===== src/rtl/sig_arb_pkg.sv =====
// -----------------------------------------------------------------------------
// sig_arb_pkg
// Shared definitions for the sigmoid-ROM arbiter and future arbiters that need
// a rotating-priority search (for example weight-memory arbiters).
//   PERF_CNT_W    : width of the optional performance counters
//   MAX_REQ       : widest requester vector the helper functions handle
//   onehot_to_idx : index of the set bit of a one-hot vector (0 if none)
//   rr_search     : rotate-priority search returning a one-hot grant
// -----------------------------------------------------------------------------
package sig_arb_pkg;

  localparam int PERF_CNT_W = 32;
  localparam int MAX_REQ    = 16;

  // Index of the set bit in a one-hot vector; an all-zero vector maps to 0.
  function automatic int onehot_to_idx(input logic [MAX_REQ-1:0] oh);
    int idx;
    idx = 0;
    for (int i = 0; i < MAX_REQ; i++) begin
      if (oh[i]) begin
        idx = i;
      end else begin
        idx = idx;
      end
    end
    return idx;
  endfunction

  // First set bit of req at or after position ptr, wrapping modulo n.
  // Only the low n bits of req take part; the result is one-hot or zero.
  function automatic logic [MAX_REQ-1:0] rr_search(input logic [MAX_REQ-1:0] req,
                                                   input int n,
                                                   input int ptr);
    logic [MAX_REQ-1:0] gnt;
    logic               found;
    logic [3:0]         pos;
    gnt   = '0;
    found = 1'b0;
    for (int k = 0; k < MAX_REQ; k++) begin
      pos = 4'((ptr + k) % n);
      if ((k < n) && !found && req[pos]) begin
        gnt[pos] = 1'b1;
        found    = 1'b1;
      end else begin
        found = found;
      end
    end
    return gnt;
  endfunction

endpackage


===== src/rtl/rr_arbiter.sv =====
// -----------------------------------------------------------------------------
// rr_arbiter
// Purely combinational round-robin arbiter. The search starts at ptr and wraps
// modulo NUM_REQ; the first active request wins.
// Ports:
//   req [NUM_REQ-1:0] : active requests
//   ptr [IDX_W-1:0]   : highest-priority index this cycle (must be < NUM_REQ)
//   gnt [NUM_REQ-1:0] : one-hot grant, zero when no request is active
//   idx [IDX_W-1:0]   : binary index of the grant (0 when gnt is zero)
// -----------------------------------------------------------------------------
module rr_arbiter
  import sig_arb_pkg::*;
#(
  parameter int NUM_REQ = 4,
  parameter int IDX_W   = (NUM_REQ > 1) ? $clog2(NUM_REQ) : 1
) (
  input  logic [NUM_REQ-1:0] req,
  input  logic [IDX_W-1:0]   ptr,
  output logic [NUM_REQ-1:0] gnt,
  output logic [IDX_W-1:0]   idx
);

  logic [MAX_REQ-1:0] req_ext_s;
  logic [MAX_REQ-1:0] gnt_ext_s;

  // Widen the request vector to the helper width, search, and narrow back.
  always_comb begin
    req_ext_s                = '0;
    req_ext_s[NUM_REQ-1:0]   = req;
    gnt_ext_s                = rr_search(req_ext_s, NUM_REQ, int'(ptr));
    gnt                      = gnt_ext_s[NUM_REQ-1:0];
    idx                      = IDX_W'(onehot_to_idx(gnt_ext_s));
  end

endmodule


===== src/rtl/sig_rom_arbiter.sv =====
// -----------------------------------------------------------------------------
// sig_rom_arbiter
// Shares one sigmoid lookup ROM among NUM_REQ neuron requesters. At most one
// lookup is granted per cycle (round robin), its operand is driven to the ROM,
// and the looked-up value is returned ROM_LAT+1 cycles after the grant with a
// one-hot response strobe naming the requester.
//
// Build option: define SIG_ARB_PERF_EN to add saturating 32-bit counters
// perf_grants (grants issued) and perf_conflicts (cycles with two or more
// requests). Without the macro those ports and counters do not exist.
//
// Ports:
//   clk, rst_n     : clock, synchronous active-low reset
//   req_valid[N]   : per-requester lookup request
//   req_x[N*IW]    : packed operands, requester i at [i*IN_WIDTH +: IN_WIDTH]
//   req_ready[N]   : one-hot grant; transfer when req_valid[i] && req_ready[i]
//   rom_x[IW]      : operand to the ROM (0 when nothing is granted)
//   rom_out[DW]    : ROM data, valid ROM_LAT cycles after rom_x is sampled
//   rsp_valid[N]   : one-hot one-cycle response strobe
//   rsp_data[DW]   : response value, qualified by rsp_valid
//   perf_grants, perf_conflicts : optional performance counters
// -----------------------------------------------------------------------------
module sig_rom_arbiter
  import sig_arb_pkg::*;
#(
  parameter int NUM_REQ    = 4,
  parameter int IN_WIDTH   = 10,
  parameter int DATA_WIDTH = 16,
  parameter int ROM_LAT    = 1
) (
  input  logic                          clk,
  input  logic                          rst_n,
  input  logic [NUM_REQ-1:0]            req_valid,
  input  logic [NUM_REQ*IN_WIDTH-1:0]   req_x,
  output logic [NUM_REQ-1:0]            req_ready,
  output logic [IN_WIDTH-1:0]           rom_x,
  input  logic [DATA_WIDTH-1:0]         rom_out,
  output logic [NUM_REQ-1:0]            rsp_valid,
  output logic [DATA_WIDTH-1:0]         rsp_data
`ifdef SIG_ARB_PERF_EN
  ,
  output logic [PERF_CNT_W-1:0]         perf_grants,
  output logic [PERF_CNT_W-1:0]         perf_conflicts
`endif
);

  localparam int IDX_W = (NUM_REQ > 1) ? $clog2(NUM_REQ) : 1;

  // Round-robin pointer: index with highest priority this cycle.
  logic [IDX_W-1:0]                 ptr_q, ptr_d;

  // ROM latency pipeline: valid bit plus one-hot requester tag per stage.
  logic [ROM_LAT-1:0]               pipe_vld_q, pipe_vld_d;
  logic [ROM_LAT-1:0][NUM_REQ-1:0]  pipe_tag_q, pipe_tag_d;

  // Registered response.
  logic [NUM_REQ-1:0]               rsp_valid_q, rsp_valid_d;
  logic [DATA_WIDTH-1:0]            rsp_data_q, rsp_data_d;

  logic [NUM_REQ-1:0]               req_act_s;
  logic [NUM_REQ-1:0]               gnt_s;
  logic [IDX_W-1:0]                 gnt_idx_s;
  logic                             gnt_any_s;
  logic [IN_WIDTH-1:0]              rom_x_s;

  // Requests are masked while reset is asserted so no grant can leak out.
  always_comb begin
    if (rst_n) begin
      req_act_s = req_valid;
    end else begin
      req_act_s = '0;
    end
  end

  rr_arbiter #(
    .NUM_REQ (NUM_REQ),
    .IDX_W   (IDX_W)
  ) u_rr_arbiter (
    .req (req_act_s),
    .ptr (ptr_q),
    .gnt (gnt_s),
    .idx (gnt_idx_s)
  );

  // One-hot AND-OR mux of the winner's operand; yields 0 with no grant.
  always_comb begin
    gnt_any_s = |gnt_s;
    rom_x_s   = '0;
    for (int i = 0; i < NUM_REQ; i++) begin
      if (gnt_s[i]) begin
        rom_x_s = rom_x_s | req_x[i*IN_WIDTH +: IN_WIDTH];
      end else begin
        rom_x_s = rom_x_s;
      end
    end
  end

  assign req_ready = gnt_s;
  assign rom_x     = rom_x_s;

  // Pointer moves to the slot after the winner; it holds when idle.
  always_comb begin
    ptr_d = ptr_q;
    if (gnt_any_s) begin
      if (int'(gnt_idx_s) == NUM_REQ - 1) begin
        ptr_d = '0;
      end else begin
        ptr_d = gnt_idx_s + IDX_W'(1);
      end
    end else begin
      ptr_d = ptr_q;
    end
  end

  // Stage 0 captures the grant; later stages shift it toward the ROM output.
  always_comb begin
    pipe_vld_d    = '0;
    pipe_tag_d    = '0;
    pipe_vld_d[0] = gnt_any_s;
    pipe_tag_d[0] = gnt_s;
    for (int k = 1; k < ROM_LAT; k++) begin
      pipe_vld_d[k] = pipe_vld_q[k-1];
      pipe_tag_d[k] = pipe_tag_q[k-1];
    end
  end

  // When the last stage is valid the ROM data belongs to its tag; otherwise
  // the strobe drops and the data register keeps its last value.
  always_comb begin
    rsp_valid_d = '0;
    rsp_data_d  = rsp_data_q;
    if (pipe_vld_q[ROM_LAT-1]) begin
      rsp_valid_d = pipe_tag_q[ROM_LAT-1];
      rsp_data_d  = rom_out;
    end else begin
      rsp_valid_d = '0;
      rsp_data_d  = rsp_data_q;
    end
  end

  // State registers with synchronous active-low reset.
  always_ff @(posedge clk) begin
    if (!rst_n) begin
      ptr_q       <= '0;
      pipe_vld_q  <= '0;
      pipe_tag_q  <= '0;
      rsp_valid_q <= '0;
      rsp_data_q  <= '0;
    end else begin
      ptr_q       <= ptr_d;
      pipe_vld_q  <= pipe_vld_d;
      pipe_tag_q  <= pipe_tag_d;
      rsp_valid_q <= rsp_valid_d;
      rsp_data_q  <= rsp_data_d;
    end
  end

  assign rsp_valid = rsp_valid_q;
  assign rsp_data  = rsp_data_q;

`ifdef SIG_ARB_PERF_EN
  logic [PERF_CNT_W-1:0] perf_grants_q, perf_grants_d;
  logic [PERF_CNT_W-1:0] perf_conflicts_q, perf_conflicts_d;
  logic                  multi_req_s;

  // x & (x-1) clears the lowest set bit, so a nonzero result means >= 2 bits.
  always_comb begin
    multi_req_s      = |(req_valid & (req_valid - NUM_REQ'(1)));
    perf_grants_d    = perf_grants_q;
    perf_conflicts_d = perf_conflicts_q;
    if (gnt_any_s && (perf_grants_q != {PERF_CNT_W{1'b1}})) begin
      perf_grants_d = perf_grants_q + PERF_CNT_W'(1);
    end else begin
      perf_grants_d = perf_grants_q;
    end
    if (multi_req_s && (perf_conflicts_q != {PERF_CNT_W{1'b1}})) begin
      perf_conflicts_d = perf_conflicts_q + PERF_CNT_W'(1);
    end else begin
      perf_conflicts_d = perf_conflicts_q;
    end
  end

  // Saturating performance counters.
  always_ff @(posedge clk) begin
    if (!rst_n) begin
      perf_grants_q    <= '0;
      perf_conflicts_q <= '0;
    end else begin
      perf_grants_q    <= perf_grants_d;
      perf_conflicts_q <= perf_conflicts_d;
    end
  end

  assign perf_grants    = perf_grants_q;
  assign perf_conflicts = perf_conflicts_q;
`endif

endmodule


===== config.mk =====
export PLATFORM = sky130hd
export DESIGN_NAME = sig_rom_arbiter
export DESIGN_NICKNAME = d
export VERILOG_FILES = /design/src/rtl/sig_arb_pkg.sv /design/src/rtl/rr_arbiter.sv /design/src/rtl/sig_rom_arbiter.sv
export SDC_FILE = /design/constraint.sdc
export NUM_CORES = 1
export LEC_CHECK = 0
export CORE_ASPECT_RATIO = 1.1
export CORE_MARGIN = 2
export CORE_UTILIZATION = 34
export CTS_CLUSTER_SIZE = 8
export DETAILED_ROUTE_END_ITERATION = 10
export PLACE_DENSITY = 0.77
export SLEW_MARGIN = 25
export SYNTH_ARGS = -nofsm -noshare
export SYNTH_HDL_FRONTEND = slang
export SYNTH_SLANG_ARGS = --single-unit

===== constraint.sdc =====
create_clock -name clk -period 3.31 [get_ports clk]
set_clock_uncertainty 0.15 [all_clocks]
set_input_delay 0.662 -clock clk [delete_from_list [all_inputs] [get_ports clk]]
set_output_delay 0.662 -clock clk [all_outputs]
set_load 0.01 [all_outputs]

==> metrics <==
crit path launch type=primary input; worst slack at placement=-0.872 ns; drt first pass iters=4; first-pass GRT wire length=8270 um; grt total ovfl=0; Max Cap Viol=0; period utilisation layout=107%; first-iteration detailed-routing DRC count=71; P&R area growth vs syn=86.8%; Hold Crit Class=reg2reg; flop2flop setup slack=0.28 ns; fmax=282 MHz; maximum number of pins on one net before global-route repair=21; io pins=96; setup TNS=-2.08 ns; final wirelength=5310 um; DR vias=about 1,800; Clock Root Buffer=clkbuf_8; Initial Util=a little over a third; CP required=2.50 ns; GPL Wtd Cong=slightly above 0.8; hpwl dp=about 3700 um; CTS Buf Count=3; Die ar.=between 5000 and 6000 um2; htree depth=1; max-slew violation count=0; Final WS setup=-0.238 ns; Lkg Pwr=around 1.4 nW; Post-Syn Area=1600 um2; WHS=roughly 0.32 ns; CP Max Fanout=6; DR WL/cell=14.7 um; Finished Layout Cells=roughly 360; Cells after Synth=180; drc violations=0; diode count=0; die height=about 76 um; Final min period=3.55 ns; CP Class=in2out; Fin. Hold Viols=0; worst vdd ir=roughly 0.28 mV; commonest cells after routing, fill and taps aside=clkdlybuf4s50_1, buf_4, dfxtp_1, mux2i_1, o21ai_0; Max transition margin=roughly a third; Worst Setup End Kind=output port; share of cells above drive strength 1=between 20% and 30%; commonest non-fill, non-tap cell in the layout=clkdlybuf4s50_1; cell chain of the critical path=buf_8 -> nor2b_4 -> mux4_2 -> and4b_1 -> a2111o_2 -> buf_6 -> a22oi_2 -> nand3_1 -> buf_2; Synth area leader=dfxtp_1; critical path's largest stage delay=about 0.54 ns; Clock Sinks=27; syn_area_per_cell=between 8 and 9 um2; Layout fillers=~390; top post-synthesis cells by area=dfxtp_1, mux2i_1, o21ai_0; CP max stage cell=a2111o_2; clock latency on the worst-skew pair=around 0.26 ns; PwrDens=around 560 nW/um2; reg2reg end=pipe_vld_q$_SDFF_PN0_; cells on worst reg2reg path=9; Arrival @ worst endpoint=roughly 2.7 ns; via-per-instance ratio=a little over 5; Final nets=375; TritonCTS clock tree=yes; hold_sp=pipe_tag_q[2]$_SDFF_PN0_; yosys warns=0; Slew @ Worst Pin=roughly 1 ns; placed cell count=around 340; clk buf depth=2; Final Setup Violations=11; Final Power=around 1.7 mW; Register Area=542 um2; FP Rows=26; Synth cell types=42; CTS Hold Bufs=0; Die Width=between 60 and 70 um; share of the synthesized area in the top cell type=roughly 34%; sequential share of the synthesized area=33.7%; initial antenna violation count=0; FF-to-FF Start=ptr_q[1]$_SDFFE_PN0P_; end of the worst hold path=rsp_valid[2]$_SDFF_PN0_; CTS clk-pin slew, worst paths=~0.080 ns; area of the multi-input gates=about 1100 um2; Mapped Nets=roughly 250; Placeable Area=between 4000 and 5000 um2; violated checks=negative setup slack; hold path depth=1; status=complete, but fails checks; Detail Route Antenna Nets=0; Synth Register Bits=27; Tot GR Track Use=about a fifth; RSZ-0062 raised after global routing=yes; # port buffers=95; vias in the first global route=about 1,800
-- cells in the mapped netlist, drive strengths merged --
library cell and number:
o22a 1, dfxtp 27, or2 2, mux2i 22, and3 4, nor2 18
o22ai 1, a2111o 2, a21oi 1, and4b 2, nor4b 1, nand3 11
or4 1, and2 5, a221oi 1, clkinv 1, o211ai 1, nand2 6
a22oi 10, and3b 1, nand2b 2, o41ai 1, a211o 2, mux4 1
o32ai 1, ha 7, a41oi 1, o21ai 21, buf 5, mux2 1
inv 5, nor2b 4, clkbuf 6, nor3b 3, a221o 2
-- final cells by class --
| class | instances | share of cell area, % |
|---|---|---|
| clock buffers | 4 | 1.50 |
| well taps | 56 | 2.34 |
| repair buffers | 132 | 39.9 |
| flip-flops and latches | 27 | 18.1 |
| inverters | 6 | 0.752 |
| multi-input cells | 136 | 37.5 |
-- cells by family (layout without fill, tap and decap cells) --
group           count (synthesis)  in the layout  share of synthesized area, %
simple gates                   60             60                          20.5
compound gates                 45             45                          19.7
flops                          27             27                          33.7
mux                            24             24                          15.8
buf+inv                        17            142                          4.76
fa+ha+maj                       7              7                          5.46
-- report_power, final --
| part | internal [mW] | switching (mW) | total (mW) | leakage [nW] |
|---|---|---|---|---|
| Clock | 0.0861 | 0.0924 | 0.179 | 0.0228 |
| Combinational | 0.572 | 0.455 | 1.03 | 1.11 |
| Sequential | 0.406 | 0.0786 | 0.484 | 0.222 |
| Total | 1.06 | 0.626 | 1.69 | 1.35 |
-- worst max path at each step --
stage / start / to / slack (ns)
2_1_floorplan: ptr_q[0]$_SDFFE_PN0P_ / rom_x[0] / 0.02
3_3_place_gp: req_valid[2] / rom_x[8] / -0.85
3_5_place_dp: req_valid[2] / rom_x[8] / -0.87
4_1_cts: req_valid[2] / rom_x[3] / -0.18
5_1_grt: req_valid[2] / rom_x[3] / -0.29
6_report: req_valid[2] / rom_x[4] / -0.24
-- layer usage --
metal | share of wire, % | up-vias | wire length (um) | GRT usage (%)
li1 | - | 907 | - | -
met1 | 43 | 832 | 2270 | 22.7
met2 | 49 | 89 | 2580 | 33.6
met3 | 7.0 | 10 | 374 | 4.23
met4 | 1.6 | 0 | 87 | 5.29
met5 | 0 | - | 0 | 0
-- flip-flops by register name (all words and copies together) (netlist names) --
signal	flops
ptr_q	2
rsp_valid	4
rsp_data	16
pipe_vld_q	1
pipe_tag_q	4
-- critical path, delay by kind of cell --
| kind | cells | cell delay (ns) |
|---|---|---|
| mux | 1 | 0.50 |
| compound gates | 2 | 0.71 |
| buf+inv | 3 | 0.42 |
| simple gates | 3 | 0.44 |
-- metrics by stage --
step / utilization [%] / cell area [um2]
3_5_place_dp: 59.7 / 2740
5_1_grt: 65.3 / 3000
3_3_place_gp: 59.7 / 2740
2_1_floorplan: - / 1600
6_report: 65.3 / 3000
4_1_cts: 63.6 / 2920
-- timing repair --
item / 4_1_cts / 5_1_grt
pin swaps: 24 / 7
gates resized for setup: 92 / 11
setup buffers: 11 / 4
setup endpoints to repair: 14 / 13
(Power assumes the default switching activity.)
==> edit: new RTL, config.mk and constraints unchanged <==
`pipe_tag_q` no longer has a reset.
--- a/src/rtl/sig_rom_arbiter.sv
+++ b/src/rtl/sig_rom_arbiter.sv
@@ -145,3 +145,2 @@
       pipe_vld_q  <= '0;
-      pipe_tag_q  <= '0;
       rsp_valid_q <= '0;
@@ -151,3 +150,2 @@
       pipe_vld_q  <= pipe_vld_d;
-      pipe_tag_q  <= pipe_tag_d;
       rsp_valid_q <= rsp_valid_d;
@@ -155,2 +153,6 @@
     end
+  end
+
+  always_ff @(posedge clk) begin
+    pipe_tag_q <= pipe_tag_d;
   end
Check against the original RTL: equivalent (equiv_simple and equiv_induct, registers matched by name and starting in step).
==> edit against the original RTL <==
- the flow still finishes with violations (negative setup slack)
- via count fell by 2.8%
- design area rose by 7.2%
- area after synthesis rose by 4.5%
- routed wire length fell by 2.5%
- critical path depth rose by 3
- die area rose by 4.3%
- worst hold slack improved by 0.0011 ns
- sequential cell count did not move
- power rose by 18%
- maximum frequency rose by 6.0%
- count of clock-buffer cells in the layout did not move
- worst setup slack improved by 0.20 ns
==> edit: results (changes against the original RTL) <==
outcome: "finished with violations"
violations: "negative setup slack"
r2r-start: "ptr_q[0]"
ir_worst_vdd_uv: 385.6  # +39%
fin_tns_setup_ns: -0.06381  # +2.016 ns
yosys-top-cells-count: "dfxtp_1, mux2i_1, nor2_1, a22oi_1, nand2_1"
crit_slowest_cell: "or3b_4"
r2r_end: "ptr_q[0]"
worstRegToRegCells: 14  # +5
fin_ws_ns: -0.03862  # +0.1997 ns
dp_cells: 337  # -1.5%
grt_usage: 0.1800  # -0.008872
instances_no_fill: 363  # +0.55%
gp_congestion: 0.8117  # -1.6%
avgSynthCellArea_um2: 9.921  # +11%
via_per_inst: 4.923  # -3.3%
seq_cell_power_w: 0.000491  # +1%
dpl.hpwl_um: 3635  # -1.5%
fin_nets: 377  # +0.53%
pre_cts_slack_ns: -0.7208  # +0.1508 ns
swShare: 0.3596  # -0.01071
setup_violations: 3  # -8
path_delay_family: "buffers and inverters"
holdPathEnd: "rsp_valid[0]"
wire_per_inst_um: 14.25  # -3.1%
hp-start: "pipe_tag_q[0]"
power_leakage_nw: 1.318  # -2.5%
max-slew-margin-rel: 0.6306  # +0.2971
worst_hold_slack_ns: 0.3236  # +0.001071 ns
-- edit: what timing repair did --
action / in CTS / in global routing
setup buffers: 16 / 5
endpoints found under the setup margin: 14 / 14
cloned: 0 / 1
resized for setup: 92 / 23
hold buffers: 0 / 0
pin swaps: 13 / 15
-- edit: cells by family after synthesis --
logic type | share of synthesized area
flops | 0.3224
simple gates | 0.2254
mux | 0.1328
fa+ha+maj | 0.05224
buf+inv | 0.06566
compound gates | 0.2015
-- edit: area by class of cell --
| class | instances | area [um^2] |
|---|---|---|
| Clock buffer | 4 | 45.04 |
| Tap cell | 56 | 70.07 |
| Multi-Input combinational cell | 128 | 1141 |
| Fill cell | 389 | 1473 |
| Timing Repair Buffer | 143 | 1393 |
| Sequential cell | 27 | 544.3 |
| Inverter | 5 | 18.77 |
-- edit: routing by layer --
metal  track usage  part of all wire  vias up
met5             0                 0        -
met4       0.04528            0.0093        0
met3       0.05844             0.075        4
met2        0.3234              0.52       76
met1        0.2033              0.39      826
li1              -                 -      881
